## config.mk

```make
export PLATFORM = sky130hd
export DESIGN_NAME = rob_commit_unit_flat
export DESIGN_NICKNAME = d
export VERILOG_FILES = /design/src/rtl/rob_commit_unit_if.sv /design/src/rtl/rob_commit_unit.sv /design/src/flat_wrapper.sv
export SDC_FILE = /design/constraint.sdc
export NUM_CORES = 1
export LEC_CHECK = 0
export ABC_CLOCK_PERIOD_IN_PS = 5200
export CAP_MARGIN = 20
export CORE_AREA = 8 8 318 320
export CTS_CLUSTER_DIAMETER = 60
export DETAILED_ROUTE_END_ITERATION = 10
export DIE_AREA = 0 0 326 328
export HOLD_SLACK_MARGIN = 0.1
export PLACE_DENSITY = 0.34
export SLEW_MARGIN = 20
export SYNTH_ARGS = -nofsm -noshare
export SYNTH_HDL_FRONTEND = slang
export SYNTH_SLANG_ARGS = --single-unit
```

## constraint.sdc

```tcl
create_clock -name clk_in -period 5.2 [get_ports clk_in]
set_input_delay 1.04 -clock clk_in [delete_from_list [all_inputs] [get_ports clk_in]]
set_output_delay 1.04 -clock clk_in [all_outputs]
set_load 0.005 [all_outputs]
```

## src/rtl/rob_commit_unit_if.sv

```systemverilog
// rtl/rob_commit_unit_if.sv - ROB entry type and the commit-unit handshake bundle
package rob_pkg;
    localparam int ROB_ENTRIES   = 32;
    localparam int ADDR_BITS     = 64;
    localparam int PHYS_REG_BITS = 7;

    typedef struct packed {
        logic                     done;
        logic                     exc;
        logic                     mispred;
        logic [ADDR_BITS-1:0]     pc;
        logic [ADDR_BITS-1:0]     target_pc;
        logic                     has_dest;
        logic [4:0]               arch_rd;
        logic [PHYS_REG_BITS-1:0] phys_rd;
        logic [PHYS_REG_BITS-1:0] old_phys_rd;
    } rob_entry;
endpackage

interface rob_commit_unit_if #(
    parameter int ADDR_BITS     = 64,
    parameter int COMMIT_WIDTH  = 4,
    parameter int ROB_ENTRIES   = rob_pkg::ROB_ENTRIES,
    parameter int PHYS_REG_BITS = 7
);
    rob_pkg::rob_entry [COMMIT_WIDTH-1:0]        head_in;
    logic [$clog2(ROB_ENTRIES+1)-1:0]            rob_size_in;
    logic                                        commit_ready_in;
    logic [$clog2(COMMIT_WIDTH+1)-1:0]           deq_out;
    logic [COMMIT_WIDTH-1:0]                     retire_valid_out;
    logic [5*COMMIT_WIDTH-1:0]                   retire_arch_rd_out;
    logic [PHYS_REG_BITS*COMMIT_WIDTH-1:0]       retire_phys_rd_out;
    logic [PHYS_REG_BITS*COMMIT_WIDTH-1:0]       free_phys_out;
    logic                                        flush_out;
    logic                                        valid_pc_out;
    logic [ADDR_BITS-1:0]                        pc_out;
    logic [ADDR_BITS-1:0]                        epc_out;

    modport master (
        output head_in, rob_size_in, commit_ready_in,
        input  deq_out, retire_valid_out, retire_arch_rd_out, retire_phys_rd_out,
               free_phys_out, flush_out, valid_pc_out, pc_out, epc_out
    );

    modport slave (
        input  head_in, rob_size_in, commit_ready_in,
        output deq_out, retire_valid_out, retire_arch_rd_out, retire_phys_rd_out,
               free_phys_out, flush_out, valid_pc_out, pc_out, epc_out
    );
endinterface

```

## src/rtl/rob_commit_unit.sv

```systemverilog
// rtl/rob_commit_unit.sv - retires the complete in-order ROB prefix and handles flush/recovery
module rob_commit_unit #(
    parameter int              ADDR_BITS      = 64,
    parameter int              COMMIT_WIDTH   = 4,
    parameter int              ROB_ENTRIES    = rob_pkg::ROB_ENTRIES,
    parameter int              PHYS_REG_BITS  = 7,
    parameter int              RECOVER_CYCLES = 2,
    parameter logic [ADDR_BITS-1:0] EXC_VECTOR = 64'h0000_0000_0000_1000
) (
    input logic              clk_in,
    input logic              rst_in,
    rob_commit_unit_if.slave bus
);
    localparam int SZ_W  = $clog2(ROB_ENTRIES+1);
    localparam int DQ_W  = $clog2(COMMIT_WIDTH+1);
    localparam int CNT_W = (RECOVER_CYCLES > 1) ? $clog2(RECOVER_CYCLES) : 1;

    typedef enum logic [1:0] {RUN, FLUSH, RECOVER} state_t;

    state_t               state;
    logic [CNT_W-1:0]     rec_cnt;
    logic [DQ_W-1:0]      n_retire;
    logic                 ev_exc;
    logic                 ev_mis;
    logic [ADDR_BITS-1:0] ev_pc;
    logic [ADDR_BITS-1:0] ev_target;

    // Scan stops at the first slot that is out of range, not done, or carries an event;
    // the short-circuit ordering keeps X in unused slots from reaching any output.
    always_comb begin
        logic scan;
        scan      = (state == RUN) && bus.commit_ready_in && !rst_in;
        n_retire  = '0;
        ev_exc    = 1'b0;
        ev_mis    = 1'b0;
        ev_pc     = '0;
        ev_target = '0;
        for (int i = 0; i < COMMIT_WIDTH; i++) begin
            if (scan && (SZ_W'(i) < bus.rob_size_in) && bus.head_in[i].done) begin
                if (bus.head_in[i].exc) begin
                    ev_exc = 1'b1;
                    ev_pc  = bus.head_in[i].pc;
                    scan   = 1'b0;
                end else begin
                    n_retire = DQ_W'(i + 1);
                    if (bus.head_in[i].mispred) begin
                        ev_mis    = 1'b1;
                        ev_target = bus.head_in[i].target_pc;
                        scan      = 1'b0;
                    end
                end
            end else begin
                scan = 1'b0;
            end
        end
    end

    always_comb begin
        logic take;
        bus.deq_out            = n_retire;
        bus.retire_valid_out   = '0;
        bus.retire_arch_rd_out = '0;
        bus.retire_phys_rd_out = '0;
        bus.free_phys_out      = '0;
        for (int i = 0; i < COMMIT_WIDTH; i++) begin
            take = (DQ_W'(i) < n_retire);
            bus.retire_valid_out[i] = take && bus.head_in[i].has_dest;
            bus.retire_arch_rd_out[i*5 +: 5] = take ? bus.head_in[i].arch_rd : 5'd0;
            bus.retire_phys_rd_out[i*PHYS_REG_BITS +: PHYS_REG_BITS] =
                take ? bus.head_in[i].phys_rd : '0;
            bus.free_phys_out[i*PHYS_REG_BITS +: PHYS_REG_BITS] =
                take ? bus.head_in[i].old_phys_rd : '0;
        end
    end

    always_ff @(posedge clk_in or posedge rst_in) begin
        if (rst_in) begin
            state            <= RUN;
            rec_cnt          <= '0;
            bus.flush_out    <= 1'b0;
            bus.valid_pc_out <= 1'b0;
            bus.pc_out       <= '0;
            bus.epc_out      <= '0;
        end else begin
            case (state)
                RUN: begin
                    if (ev_exc) begin
                        bus.epc_out      <= ev_pc;
                        bus.pc_out       <= EXC_VECTOR;
                        bus.flush_out    <= 1'b1;
                        bus.valid_pc_out <= 1'b1;
                        state            <= FLUSH;
                    end else if (ev_mis) begin
                        bus.pc_out       <= ev_target;
                        bus.flush_out    <= 1'b1;
                        bus.valid_pc_out <= 1'b1;
                        state            <= FLUSH;
                    end
                end
                FLUSH: begin
                    bus.flush_out    <= 1'b0;
                    bus.valid_pc_out <= 1'b0;
                    rec_cnt          <= CNT_W'(RECOVER_CYCLES - 1);
                    state            <= RECOVER;
                end
                RECOVER: begin
                    if (rec_cnt == '0) state <= RUN;
                    else               rec_cnt <= rec_cnt - 1'b1;
                end
                default: state <= RUN;
            endcase
        end
    end
endmodule

```

## src/flat_wrapper.sv

```systemverilog
// flat-port wrapper written by rule: the top's interface ports become plain ports
module rob_commit_unit_flat 
#(
    parameter int              ADDR_BITS      = 64,
    parameter int              COMMIT_WIDTH   = 4,
    parameter int              ROB_ENTRIES    = rob_pkg::ROB_ENTRIES,
    parameter int              PHYS_REG_BITS  = 7,
    parameter int              RECOVER_CYCLES = 2,
    parameter logic [ADDR_BITS-1:0] EXC_VECTOR = 64'h0000_0000_0000_1000
)
  (clk_in, rst_in, bus_head_in, bus_rob_size_in, bus_commit_ready_in, bus_deq_out, bus_retire_valid_out, bus_retire_arch_rd_out, bus_retire_phys_rd_out, bus_free_phys_out, bus_flush_out, bus_valid_pc_out, bus_pc_out, bus_epc_out);
  rob_commit_unit_if #(.ADDR_BITS(ADDR_BITS), .COMMIT_WIDTH(COMMIT_WIDTH), .ROB_ENTRIES(ROB_ENTRIES), .PHYS_REG_BITS(PHYS_REG_BITS)) bus_i ();
  input logic clk_in;
  input logic rst_in;
  input wire logic [$bits(bus_i.head_in)-1:0] bus_head_in;
  input wire logic [$bits(bus_i.rob_size_in)-1:0] bus_rob_size_in;
  input wire logic [$bits(bus_i.commit_ready_in)-1:0] bus_commit_ready_in;
  output wire logic [$bits(bus_i.deq_out)-1:0] bus_deq_out;
  output wire logic [$bits(bus_i.retire_valid_out)-1:0] bus_retire_valid_out;
  output wire logic [$bits(bus_i.retire_arch_rd_out)-1:0] bus_retire_arch_rd_out;
  output wire logic [$bits(bus_i.retire_phys_rd_out)-1:0] bus_retire_phys_rd_out;
  output wire logic [$bits(bus_i.free_phys_out)-1:0] bus_free_phys_out;
  output wire logic [$bits(bus_i.flush_out)-1:0] bus_flush_out;
  output wire logic [$bits(bus_i.valid_pc_out)-1:0] bus_valid_pc_out;
  output wire logic [$bits(bus_i.pc_out)-1:0] bus_pc_out;
  output wire logic [$bits(bus_i.epc_out)-1:0] bus_epc_out;
  assign bus_i.head_in = bus_head_in;
  assign bus_i.rob_size_in = bus_rob_size_in;
  assign bus_i.commit_ready_in = bus_commit_ready_in;
  assign bus_deq_out = bus_i.deq_out;
  assign bus_retire_valid_out = bus_i.retire_valid_out;
  assign bus_retire_arch_rd_out = bus_i.retire_arch_rd_out;
  assign bus_retire_phys_rd_out = bus_i.retire_phys_rd_out;
  assign bus_free_phys_out = bus_i.free_phys_out;
  assign bus_flush_out = bus_i.flush_out;
  assign bus_valid_pc_out = bus_i.valid_pc_out;
  assign bus_pc_out = bus_i.pc_out;
  assign bus_epc_out = bus_i.epc_out;
  rob_commit_unit #(.ADDR_BITS(ADDR_BITS), .COMMIT_WIDTH(COMMIT_WIDTH), .ROB_ENTRIES(ROB_ENTRIES), .PHYS_REG_BITS(PHYS_REG_BITS), .RECOVER_CYCLES(RECOVER_CYCLES), .EXC_VECTOR(EXC_VECTOR)) u_core (.clk_in(clk_in), .rst_in(rst_in), .bus(bus_i));
endmodule
```

# After elaboration in Yosys (flattened, before gate mapping)
# Cells that the tools add are included.
# classes
add_sub_neg,1
magnitude_cmp,8
n_eq_ne,4
muxes,80
n_reduce_logical,23
# op_table
op,n
$mux 64,22
$mux 7,8
$mux 1,33
$mux 3,7
$mux 5,4
$logic_and 1x1->1,14
$lt 1x6->1 const A,2
$lt 2x6->1 const A,2
$reduce_and 2->1,4
$lt 1x3->1 const A,2
$lt 2x3->1 const A,2
$mux 2,3
$pmux 2 s3,1
$reduce_bool 2->1,3
$pmux 1 s2,2
$ne 3x1->1 const B,1
$eq 2x1->1 const B,1
$eq 2x2->1 const B,1
$logic_not 2->1,1
$ne 2x2->1 const B,1
$logic_not 1->1,1
$sub 1x1->1 const B,1
# word_totals
register_bits,132
in_bits,613
out_inout_bits,213
elab_cells,121

# Logic depth before layout (Yosys ltp)
# Gate-level depths: netlist (run 1).
# depth
ltp_word,18
ltp_mapped,10
ltp_nobuf,7

# Least setup slack after synthesis (run 1)
# Ideal clock, no wire load.
# synth_path
path_kind,input -> output
start,input bus_head_in[148]
end,output bus_free_phys_out[22]
t_arrival_ns,2.750
required_time_ns,4.160
path_slack_ns,1.410
stages,6
path_buffers,1
cell_sequence,or4b_4 -> nor4_1 -> and3_1 -> nor4b_1 -> clkbuf_1 -> and2_1
# synth_via
elab_chain_cells,14
word_cells_on_any_way,22
classes_between,order compare: 1; mux: 15; reduce/logical: 6
# synth_rtl
item,line,source
start: declaration,flat_wrapper.sv:15,input wire logic [$bits(bus_i.head_in)-1:0] bus_head_in;
$mux 1 *,rob_commit_unit.sv:46,if (bus.head_in[i].mispred) begin
$mux 1 *,rob_commit_unit.sv:40,if (bus.head_in[i].exc) begin
$mux 1 *,rob_commit_unit.sv:39,if (scan && (SZ_W'(i) < bus.rob_size_in) && bus.head_in[i].done) begin
$mux 1 / $logic_and 1x1->1 (equally long branches),"rob_commit_unit.sv:46, rob_commit_unit.sv:39",
$mux 1 / $logic_and 1x1->1 (equally long branches),"rob_commit_unit.sv:40, rob_commit_unit.sv:39",
$mux 1,rob_commit_unit.sv:39,
$mux 1 / $logic_and 1x1->1 (equally long branches),"rob_commit_unit.sv:46, rob_commit_unit.sv:39",
$mux 1 / $logic_and 1x1->1 (equally long branches),"rob_commit_unit.sv:40, rob_commit_unit.sv:39",
$mux 1,rob_commit_unit.sv:39,
$logic_and 1x1->1 (2 in a row),rob_commit_unit.sv:39,
$mux 3 *,rob_commit_unit.sv:39,
via bus_deq_out[2],flat_wrapper.sv:18,output wire logic [$bits(bus_i.deq_out)-1:0] bus_deq_out;
$lt 2x3->1 *,rob_commit_unit.sv:66,take = (DQ_W'(i) < n_retire);
$mux 7 *,rob_commit_unit.sv:72,take ? bus.head_in[i].old_phys_rd : '0;
end: declaration,flat_wrapper.sv:22,output wire logic [$bits(bus_i.free_phys_out)-1:0] bus_free_phys_out;
# Mark *: on every way through the listed nets, which the timed path passes. The rest lies on a longest branch.

# Worst setup path in the final report (run 1)
# layout_path
start,input bus_rob_size_in[4]
end,output bus_deq_out[0]
# layout_via
elab_chain_cells,13
word_cells_on_any_way,26
classes_between,order compare: 4; mux: 14; reduce/logical: 8
# layout_rtl
item,line,source
start: declaration,flat_wrapper.sv:16,input wire logic [$bits(bus_i.rob_size_in)-1:0] bus_rob_size_in;
$lt 1x6->1,rob_commit_unit.sv:39,
$logic_and 1x1->1 (2 in a row),rob_commit_unit.sv:39,
$mux 1,rob_commit_unit.sv:39,
$mux 1 / $logic_and 1x1->1 (equally long branches),"rob_commit_unit.sv:46, rob_commit_unit.sv:39",
$mux 1 / $logic_and 1x1->1 (equally long branches),"rob_commit_unit.sv:40, rob_commit_unit.sv:39",
$mux 1,rob_commit_unit.sv:39,
$mux 1 / $logic_and 1x1->1 (equally long branches),"rob_commit_unit.sv:46, rob_commit_unit.sv:39",
$mux 1 / $logic_and 1x1->1 (equally long branches),"rob_commit_unit.sv:40, rob_commit_unit.sv:39",
$mux 1,rob_commit_unit.sv:39,
$logic_and 1x1->1 (2 in a row),rob_commit_unit.sv:39,
$mux 3 *,rob_commit_unit.sv:39,
end: declaration,flat_wrapper.sv:18,
# Every way passes the cells marked *; elsewhere a longest branch is shown, timed or not.

==> metrics.txt, run 1 <==
postcts setup bufs=0; reg2reg path depth=7; most common cell after layout, fill and taps aside=clkdlybuf4s50_1; Place WS=approximately 0.24 ns; Post-layout nets=roughly 2400; fmax=between 200 and 250 MHz; PD cells=between 200 and 300 nW/µm²; root cell of the clock tree=clkbuf_16; worst vdd ir=0.158 mV; fin util=0.199; run status=finished clean; row count=about 110; Worst Tran Pin Value=about 0.95 ns; initial core utilization=0.0910; first-pass GRT wire length=between 100 and 150 mm; Yosys top cell area share=0.378; Crit Path Class=input port to primary output; largest net degree at the start of global routing=65; CTS tree=yes; hold path depth=1; io pins=approximately 830; net switching power=around 1.8 mW; final clock period utilization by the worst path=0.955; clock-pin slew on the worst setup and hold paths=0.06 ns; post-cts gate resize count=0; GRT Overall Usage=0.157; CTS Sinks=about 130; Syn. warnings=0; Critical Path AT=slightly below 4 ns; Hold Crit Class=flip-flop to flip-flop; sequential share of the synthesized area=0.378; Clk pwr share=0.239; Synth Cell Area=8740 µm²; Clock Path Buffers=2; Crit. End Element=primary output; Period minus WS final=between 4 and 5 ns; dpl hpwl=73.6 mm; post-route cell area=19100 µm²; Avg WL per Cell=around 28 µm; predominant post-synthesis flop cell=dfrtp_1; RSZ-0062 raised after global routing=no; Post-synth EDFFs=0; Crit Path Max Fanout=12; P_leak=7.51 nW; Die Height=about 330 µm; FFs w/ async S/R, synth=1.00; first drt pass iteration count=4; instance area at placement=roughly 19000 µm²; sequential share of power=0.321; setup TNS=0 ns; initial antenna violation count=50; hold buffers post-CTS=0; vias per cell=3.75; max cap viols=0; # DRC=0; gpl congestion=approximately 0.93; worst hold margin=0.490 ns; synthesized area per cell=about 8.6 µm²; slew margin rel.=0.365; count of final hold-check violations=0; core area=about 96000 µm²; Unique masters post-synth=between 50 and 60; Slew Viols, Final=0; vias in the first global route=between 10000 and 15000; Crit path required time=4.16 ns; synth top area cells=dfrtp_1, a221o_1, o2bb2ai_1, nand2_1, a22o_1; layout cell share with drive strength beyond 1=0.0502; Total Wirelength=approximately 88 mm; Skew-Pair Late Insertion Delay=approximately 0.48 ns; grt ovf=0; commonest non-fill, non-tap cells in the layout=clkdlybuf4s50_1, nand2_1, dfrtp_1; Setup WS post-layout=between 0.2 and 0.25 ns; die span in x=roughly 330 µm; internal power=between 3 and 4 mW; Cells after Synth=1014; #FFs+latches synth=between 100 and 150; cts bufs inserted=17; number of DRC markers in iteration 0=approximately 640; Area Overhead vs Synth=119%; dominant cell type by area after synthesis=dfrtp_1; sw frac=0.329; PortBufs=about 830; power share of the combinational group=0.440; full die area=107000 µm²; H-tree depth=4; vias post-DR=about 12000; final setup fails=0; skew final=0.0180 ns; post-route ant nets=0; Synthesized Nets=between 1500 and 2000; Startpoint Class=input port
cell type report:
type	instances	area (µm²)
fill	10700	76900
tap	1276	1600
clock buffer	17	425
timing repair buffer	861	8580
inverter	73	279
antenna	21	52.6
sequential	132	3300
multi-input combinational	718	4760
clock inverter	13	138
cell families (layout without fill, tap and decap cells):
logic type / count (synthesis) / count (layout) / synth area share
AOI/OAI and AO/OA: 391 / 391 / 0.349
and+or+nand+nor: 317 / 317 / 0.173
buffers and inverters: 164 / 964 / 0.0864
DFF: 132 / 132 / 0.378
muxes: 6 / 6 / 0.00702
adders and majority gates: 4 / 4 / 0.00573
other: 0 / 21 / 0
per-stage QoR:
stage	power, mW	std cells
finish	5.41	3111
global route	5.75	3104
CTS	5.58	3090
detailed placement	4.18	3060
global placement	4.21	3060
floorplan	2.30	1014
path summary, 6_finish.rpt:
path	from	slack (ns)	to
worst max-delay path	bus_rob_size_in[4]	0.23	bus_deq_out[0]
worst min-delay path	u_core.bus.pc_out[29]$_DFFE_PP0P_	0.49	u_core.bus.pc_out[29]$_DFFE_PP0P_
worst max register to register	u_core.state[0]$_DFFE_PP0P_	2.19	u_core.bus.pc_out[56]$_DFFE_PP0P_
worst min register to register	u_core.bus.pc_out[29]$_DFFE_PP0P_	0.49	u_core.bus.pc_out[29]$_DFFE_PP0P_
max in group asynchronous	rst_in	3.13	u_core.bus.epc_out[8]$_DFFE_PP0P_
min in group asynchronous	rst_in	1.08	u_core.state[0]$_DFFE_PP0P_
power by group through the flow:
| stage | Clock (mW) | Combinational, mW | Sequential, mW |
|---|---|---|---|
| 2_1_floorplan | 0 | 0.593 | 1.71 |
| 3_3_place_gp | 0 | 2.47 | 1.74 |
| 3_5_place_dp | 0 | 2.45 | 1.73 |
| 4_1_cts | 1.38 | 2.46 | 1.74 |
| 5_1_grt | 1.41 | 2.56 | 1.79 |
| 6_report | 1.29 | 2.38 | 1.74 |
metal layers:
metal,vias up,routed length (µm),global-route usage
li1,5311,-,-
met1,5610,34500,0.175
met2,617,42400,0.264
met3,115,8050,0.0666
met4,24,2430,0.0630
met5,-,162,0
Yosys cell counts, types with 14 or more instances:
master	n
a21oi_1	56
a221o_1	60
a22o_1	58
a22oi_1	61
and2_1	80
buf_6	14
clkbuf_1	62
dfrtp_1	132
inv_1	73
nand2_1	137
nor2_1	68
o21ai_0	61
o2bb2ai_1	63
state kept, by name, indices dropped and copies added (netlist names):
name / count
u_core.rec_cnt: 1
u_core.bus.flush_out: 1
u_core.bus.epc_out: 64
u_core.bus.pc_out: 64
u_core.state: 2
worst max-delay path, stage by stage:
cell	delay, ns
clkdlybuf4s50_1	0.46
nor4_2	0.73
nand2_1	0.16
nand2_1	0.13
nor4b_2	0.07
buf_4	0.20
o21ai_0	0.38
buf_4	0.23
clkdlybuf4s50_1	0.52
No activity file was read; power rests on OpenSTA's default activity.
==> run 2, diff against run 1 <==
==> constraint.sdc (replaced) <==
create_clock -name clk_in -period 5.2 [get_ports clk_in]
set_input_delay 0.78 -clock clk_in [delete_from_list [all_inputs] [get_ports clk_in]]
set_output_delay 0.78 -clock clk_in [all_outputs]
set_load 0.005 [all_outputs]
==> run 2 against run 1 <==
  * Worst hold slack got worse by 0.0031 ns
  * Cell count hardly changed
  * Global-route usage shrank 0.083 points
  * Sequential share of layout area barely moved
  * Register-to-register slack got worse by 0.38 ns
  * Sequential power about the same
  * Die area is the same
==> metrics.txt, run 2 (synthesized netlist as in run 1, its figures left out) <==
RR Startpoint=u_core.state[1]$_DFFE_PP0P_; vias per cell=3.72; first drt pass iteration count=6; post-cts gate resize count=0; Period minus WS final=roughly 4.5 ns; fmax=222 MHz; PortBufs=about 830; setup TNS=0 ns; Clock Path Buffers=2; sw frac=0.326; skew final=just under 0.009 ns; final clock period utilization by the worst path=0.866; Crit Path Max Fanout=7; CTS tree=yes; Die Height=between 300 and 400 µm; Critical Path AT=between 3 and 4 ns; vias post-DR=11600; crit path launch=rst_in; H-tree depth=4; Crit path required time=between 4 and 5 ns; internal power=3.71 mW; power share of the combinational group=0.434; Hold Crit Class=flip-flop to flip-flop; io pins=slightly above 800; # DRC=0; CP Buf/Inv Count=2; register area=around 3300 µm²; grt ovf=0; instance area at placement=18500 µm²; dpl hpwl=~72 mm; post-route ant nets=0; Crit. End Element=primary output; initial antenna violation count=48; clock-pin slew on the worst setup and hold paths=0.07 ns; GRT Overall Usage=0.156; root cell of the clock tree=clkbuf_16; Crit Path Class=input port to primary output; full die area=approximately 110000 µm²; PD cells=288 nW/µm²; Clk pwr share=0.252; vias in the first global route=between 10000 and 15000; Slew Viols, Final=0; delay of the slowest cell on the worst path=0.62 ns; hold buffers post-CTS=0; Worst Tran Pin Value=1.01 ns; post-route cell area=19200 µm²; fillers=roughly 11000; initial core utilization=0.0910; Startpoint Class=input port; count of final hold-check violations=0; postcts setup bufs=0; largest net degree at the start of global routing=between 70 and 80; max cap viols=0; Total Wirelength=86.9 mm; largest registers=u_core.bus.epc_out x64, u_core.bus.pc_out x64, u_core.state x2; Multi-input gate area=4760 µm²; CP top delay family=simple AND/OR/NAND/NOR gates; hold path startpoint=u_core.bus.pc_out[32]$_DFFE_PP0P_; RSZ-0062 raised after global routing=no; final setup fails=0; sequential share of power=0.314; Post-layout nets=between 2000 and 2500; run status=finished clean; die span in x=326 µm; Avg WL per Cell=around 28 µm; CTS Sinks=between 100 and 150; row count=114; core area=between 90000 and 100000 µm²; first-pass GRT wire length=~120 mm; cts bufs inserted=17; most used cell, CP=clkdlybuf4s50_1; layout cell share with drive strength beyond 1=0.0481; number of DRC markers in iteration 0=slightly above 500; Critical-path top delay cell=clkdlybuf4s50_1; net switching power=1.80 mW; commonest non-fill, non-tap cells in the layout=clkdlybuf4s50_1, nand2_1, dfrtp_1; CP Cell Sequence=clkdlybuf4s50_1, nand4b_1, nor2_1, nand2_1, nor4b_2, nor2b_1, clkdlybuf4s50_1; worst vdd ir=~0.22 mV; gpl congestion=around 0.93; Area Overhead vs Synth=119%; Skew-Pair Late Insertion Delay=~0.47 ns; P_leak=about 7.5 nW; most common cell after layout, fill and taps aside=clkdlybuf4s50_1; slew margin rel.=0.323
[run 2: power by group through the flow]
stage	sequential [mW]	clock [mW]	combinational (mW)
floorplan	1.71	0	0.593
global placement	1.73	0	2.46
detailed placement	1.73	0	2.45
CTS	1.73	1.48	2.46
global route	1.79	1.52	2.56
finish	1.73	1.39	2.39
[run 2: per-stage QoR]
step | total power [mW] | utilization | setup WS [ns] | hold slack (ns) | cells
5_1_grt | 5.86 | 0.199 | 0.419 | 0.510 | 3100
3_5_place_dp | 4.18 | 0.193 | 0.591 | 0.474 | 3054
6_report | 5.51 | 0.200 | 0.696 | 0.487 | 3110
3_3_place_gp | 4.20 | 0.193 | 0.646 | 0.475 | 3054
2_1_floorplan | 2.30 | - | 0.894 | 0.479 | 1014
4_1_cts | 5.67 | 0.199 | 0.597 | 0.493 | 3086
[run 2: worst reg2reg max path, delay by kind of cell (launching register included)]
kind | cells | cell delay [ns]
and+or+nand+nor | 3 | 1.57
DFF | 1 | 0.39
buffers and inverters | 2 | 0.64
AOI/OAI and AO/OA | 2 | 0.47
adders and majority gates | 1 | 0.26
[run 2: worst paths after layout]
kind | end | slack [ns] | cells past startpoint
max | bus_deq_out[1] | 0.70 | 7
min | u_core.bus.pc_out[32]$_DFFE_PP0P_ | 0.49 | 1
max reg2reg | u_core.bus.epc_out[11]$_DFFE_PP0P_ | 1.81 | 8
min reg2reg | u_core.bus.pc_out[32]$_DFFE_PP0P_ | 0.49 | 1
max in group asynchronous | u_core.bus.pc_out[45]$_DFFE_PP0P_ | 3.30 | 3
min in group asynchronous | u_core.rec_cnt$_DFFE_PP0P_ | 0.83 | 2
[run 2: routing by layer]
metal | part of all wire | up-vias | wire [µm] | global-route usage
met5 | 0.0019 | - | 161 | 0
met4 | 0.023 | 24 | 2020 | 0.0577
met3 | 0.093 | 94 | 8100 | 0.0675
met2 | 0.48 | 568 | 42000 | 0.260
met1 | 0.40 | 5563 | 34600 | 0.177
li1 | - | 5308 | - | -
[run 2: layout make-up]
type                    count  area share
repair buffers            855       0.446
clock inverters            13     0.00895
well taps                1276      0.0833
flip-flops and latches    132       0.172
diodes                     24     0.00314
multi-input cells         718       0.249
inverters                  73      0.0146
clock buffers              19      0.0231
==> variant 1, RTL diff (config.mk and constraints of run 1) <==
Reset style: synchronous (`rst_in`), changed in one clocked block.
--- a/src/rtl/rob_commit_unit.sv
+++ b/src/rtl/rob_commit_unit.sv
@@ -73,7 +73,7 @@
         end
     end
 
-    always_ff @(posedge clk_in or posedge rst_in) begin
+    always_ff @(posedge clk_in) begin
         if (rst_in) begin
             state            <= RUN;
             rec_cnt          <= '0;
Behaviour: differs if rst_in is asserted again (counterexample within 4 cycles, from zero or initial values and one cycle with rst_in high); with rst_in held inactive, the same outputs for 4 cycles.
==> variant 1 against run 1 <==
- wire length is 14% lower
- synthesized area down 12%
- largest cell class unchanged
- sequential cell count unchanged
- core utilization is 1.0 points lower
- worst setup slack better by 0.039 ns
- fmax rose by 0.80%
- non-clock buffer count down 2
- cell area fell by 5.1%
- critical path depth fell by 1
- die area stayed put
Power is not compared: it rests on default switching activity, and its combinational part moved more than twofold at a synthesized area within 25%.
==> variant 1: results (changes against run 1) <==
- The critical hold path startpoint is u_core.bus.epc_out[20].
- In this run the critical register-to-register path is launched from u_core.state[0].
- The count of placed standard cells including taps came to 2990 (-2.3%).
- The flow ran to the end, and the final reports show no timing, DRC or antenna violations.
- The first-pass GRT wire length was 102000 um (-12%).
- The post-synthesis sequential area ratio is 34.2% (-3.6 points).
- The number of cells on the worst hold path is 2 (+1).
- The number of combinational gates with multiple inputs is 704 (-1.9%).
- The proportion of synthesized area in mux cells came to 0.259% (-0.44 points).
- The number of distinct standard cells referenced by the synthesized netlist came to 50 (-7.4%).
- In this run the critical register-to-register path is captured at u_core.bus.epc_out[19].
- The number of antenna violations at the first check in global routing is 19 (-62%).
- The internal reg-to-reg setup slack is 2.08 ns (-0.11 ns).
- The largest fanout on the critical path was 21 (+9).
- The ratio of routed vias to standard cells came to 3.75 (about the same).
- The cell area after placement is 17600 um^2 (-5.2%).
- The proportion of register bits with asynchronous set or reset after synthesis is 0% (-100 points).
- The detailed-route wire length per cell was 24.7 um (-12%).
- The number of global-route vias before repair is 12600 (-2.9%).
- The insertion delay to the later sink of the worst-skew pair is 0.50 ns (+0.02 ns).
- The core occupancy in the finished layout was 18.9% (-1.0 points).
- The detailed-routing iteration count for the pre-antenna-repair pass came to 8 (+4).
- The total nets after synthesis was 1581 (-3.1%).
- The worst clock skew on the final layout came to 0.0113 ns (-0.00668 ns).
- The final-stage net count is 2350 (-2.9%).
- The logic depth of the worst register-to-register path came to 9 (+2).
- The share of layout cells above drive strength 1 is 5.38% (+0.37 points).
- The hold slack was 0.476 ns (-0.0133 ns).
[variant 1: changes by cell type in the layout (fill, tap and decap cells not counted), moves of 57 or more]
cell | run 1 | this run
sky130_fd_sc_hd__o21ai_0 | 61 | 0
sky130_fd_sc_hd__a221o_1 | 60 | 0
sky130_fd_sc_hd__dfxtp_1 | 0 | 132
sky130_fd_sc_hd__nand3_1 | 1 | 58
sky130_fd_sc_hd__a222oi_1 | 9 | 67
sky130_fd_sc_hd__dfrtp_1 | 132 | 0
sky130_fd_sc_hd__nor2_1 | 68 | 3
sky130_fd_sc_hd__o2bb2ai_1 | 63 | 0
[variant 1: metal layers]
metal | global-route usage (%) | vias to the layer above | share of wire [%] | wire length (um)
li1 | - | 5326 | - | -
met1 | 13.9 | 5536 | 37 | 27800
met2 | 25.3 | 453 | 54 | 40300
met3 | 4.94 | 47 | 7.5 | 5600
met4 | 3.14 | 12 | 1.4 | 1040
met5 | 0 | - | 0.11 | 82
==> variant 2, RTL diff (settings of run 1) <==
Made on the original files. `COMMIT_WIDTH` is set to 4 in 3 places; all go to 2.
--- a/src/rtl/rob_commit_unit_if.sv
+++ b/src/rtl/rob_commit_unit_if.sv
@@ -19,7 +19,7 @@
 
 interface rob_commit_unit_if #(
     parameter int ADDR_BITS     = 64,
-    parameter int COMMIT_WIDTH  = 4,
+    parameter int COMMIT_WIDTH  = 2,
     parameter int ROB_ENTRIES   = rob_pkg::ROB_ENTRIES,
     parameter int PHYS_REG_BITS = 7
 );
--- a/src/rtl/rob_commit_unit.sv
+++ b/src/rtl/rob_commit_unit.sv
@@ -1,7 +1,7 @@
 // rtl/rob_commit_unit.sv - retires the complete in-order ROB prefix and handles flush/recovery
 module rob_commit_unit #(
     parameter int              ADDR_BITS      = 64,
-    parameter int              COMMIT_WIDTH   = 4,
+    parameter int              COMMIT_WIDTH   = 2,
     parameter int              ROB_ENTRIES    = rob_pkg::ROB_ENTRIES,
     parameter int              PHYS_REG_BITS  = 7,
     parameter int              RECOVER_CYCLES = 2,
--- a/src/flat_wrapper.sv
+++ b/src/flat_wrapper.sv
@@ -2,7 +2,7 @@
 module rob_commit_unit_flat 
 #(
     parameter int              ADDR_BITS      = 64,
-    parameter int              COMMIT_WIDTH   = 4,
+    parameter int              COMMIT_WIDTH   = 2,
     parameter int              ROB_ENTRIES    = rob_pkg::ROB_ENTRIES,
     parameter int              PHYS_REG_BITS  = 7,
     parameter int              RECOVER_CYCLES = 2,
Ports: changed (6 resized); port bits go from 826 to 483. The function was not compared with the original's and may differ.
==> variant 2 against run 1 <==
- worst setup slack better by 0.56 ns
- synthesized area fell by 25%
- sequential cell count unchanged
- final cell count decreased by 24%
- total power fell by 6.0%
- non-clock buffer count down 357
- register-to-register slack worse by 0.04 ns
- cell area is 29% lower
- wire length down 56%
- sequential share of layout area increased by 7.2 points
- critical endpoint is now bus_retire_phys_rd_out[7]
- largest power group unchanged
==> variant 2: results (changes against run 1) <==
- The flow ran to the end, and the final reports show no timing, DRC or antenna violations.
- The min-delay analysis places its worst path in the category reg -> reg.
- The number of distinct standard cells referenced by the synthesized netlist is 35 (-35%).
- The cell count after synthesis was 594 (-41%).
- The met2 routing resource usage after global routing is 11.5% (-15 points).
- The number of filler cells placed in the layout was 10800 (+1.3%).
- The via count of the routed design is 6760 (-42%).
- The worst clock skew on the final layout is 0.0167 ns (-0.00127 ns).
- The slowest stage of the critical path belongs to the cell sky130_fd_sc_hd__or4b_1.
- The share of layout cells above drive strength 1 is 5.94% (+0.93 points).
- The longest individual stage delay on the worst path is 0.61 ns (-0.12 ns).
- The largest fanout on the critical path is 24 (+12).
- The number of resized instances in the post-cts repair step is 0 (unchanged).
- The leakage power came to 4.89 nW (-35%).
- The met1 capacity usage during global routing is 7.90% (-9.6 points).
- The number of input and output port buffers inserted is 482 (-42%).
- The critical path arrival is 3.37 ns (-0.56 ns).
- The met3 layer usage reported by global route is 4.04% (-2.6 points).
- The first-pass GRT wire length is 55400 um (-52%).
- The detailed-route wire length per cell is 16.4 um (-42%).
- The post-synthesis sequential area ratio is 50.2% (+12 points).
- The proportion of register bits with asynchronous set or reset after synthesis is 100% (unchanged).
- The peak supply drop was 0.238 mV (+50%).
- The global-route usage over all layers was 7.13% (-8.6 points).
- The post-detailed-placement half-perimeter wirelength was 29800 um (-59%).
- The H-tree depth was 4 (unchanged).
- The root buffer cell chosen for the clock tree is sky130_fd_sc_hd__clkbuf_16.
- The final-stage net count is 1379 (-43%).
- The count of placed standard cells including taps is 2321 (-24%).
- Sorting the synthesized cells by area gives the leading types as sky130_fd_sc_hd__dfrtp_1, sky130_fd_sc_hd__a221o_1, sky130_fd_sc_hd__mux2i_1.
- The final wirelength is 38800 um (-56%).
- The final estimated routing congestion in global placement is 0.882 (-5.7%).
- The number of global-route vias before repair is 7541 (-42%).
- The critical hold path startpoint is u_core.bus.epc_out[8].
- The number of antenna violations at the first check in global routing is 7 (-86%).
- The number of design-rule violations left by the first detailed-router iteration is 309 (-51%).
- The total nets after synthesis is 909 (-44%).
- The commonest cells after synthesis are sky130_fd_sc_hd__dfrtp_1, sky130_fd_sc_hd__and2_1, sky130_fd_sc_hd__nor2_1.
- The worst slew margin relative to its limit came to 36.2% (-0.38 points).
- The critical path starts at bus_head_in[149].
- The switching power total was 1.53 mW (-14%).
## variant 2: worst max-delay path, delay by kind of cell
family	cells	cell delay, ns
AOI/OAI and AO/OA	1	0.21
buffers and inverters	3	1.32
and+or+nand+nor	2	0.78
## variant 2: per-stage QoR
step / instance area [um^2] / worst slack [ns] / utilization (%) / power (mW) / hold WS [ns]
global placement: 12900 / 0.845 / 13.5 / 3.94 / 0.497
finish: 13500 / 0.790 / 14.1 / 5.08 / 0.512
floorplan: 6590 / 0.986 / - / 2.41 / 0.492
global route: 13500 / 0.710 / 14.1 / 5.44 / 0.532
CTS: 13500 / 0.782 / 14.1 / 5.25 / 0.516
detailed placement: 12900 / 0.791 / 13.5 / 3.92 / 0.498
## variant 2: layout make-up
class / count / share of cell area, %
Tap cell: 1276 / 11.8
Antenna cell: 5 / 0.0926
Multi-Input combinational cell: 402 / 22.2
Clock inverter: 12 / 0.806
Sequential cell: 132 / 24.4
Inverter: 7 / 0.222
Clock buffer: 20 / 3.31
Timing Repair Buffer: 504 / 37.1
## variant 2: path summary, 6_finish.rpt
path	endpoint	slack (ns)
hold / removal	u_core.bus.epc_out[8]	0.51
min in group asynchronous	u_core.bus.pc_out[17]	1.08
max in group asynchronous	u_core.bus.pc_out[24]	2.82
hold reg to reg	u_core.bus.epc_out[8]	0.51
setup reg to reg	u_core.bus.pc_out[47]	2.15
setup / recovery	bus_retire_phys_rd_out[7]	0.79
## variant 2: logic make-up after synthesis
| logic type | Yosys count | share of synthesized area, % |
|---|---|---|
| mux | 63 | 9.58 |
| buf+inv | 60 | 4.66 |
| simple gates | 193 | 15.8 |
| fa+ha+maj | 4 | 0.760 |
| flops | 132 | 50.2 |
| compound gates | 142 | 19.1 |
## variant 2: power groups by stage
stage / Combinational (mW) / Sequential (mW) / Clock (mW)
final: 2.08 / 1.79 / 1.22
after global routing: 2.26 / 1.85 / 1.33
after global placement: 2.15 / 1.79 / 0
after floorplan: 0.622 / 1.79 / 0
after CTS: 2.14 / 1.79 / 1.31
after detailed placement: 2.13 / 1.79 / 0
## variant 2: per-layer routing
metal,part of all wire (%),vias to the layer above
li1,-,3129
met1,41,3203
met2,47,396
met3,11,30
met4,1.3,2
met5,0.034,-
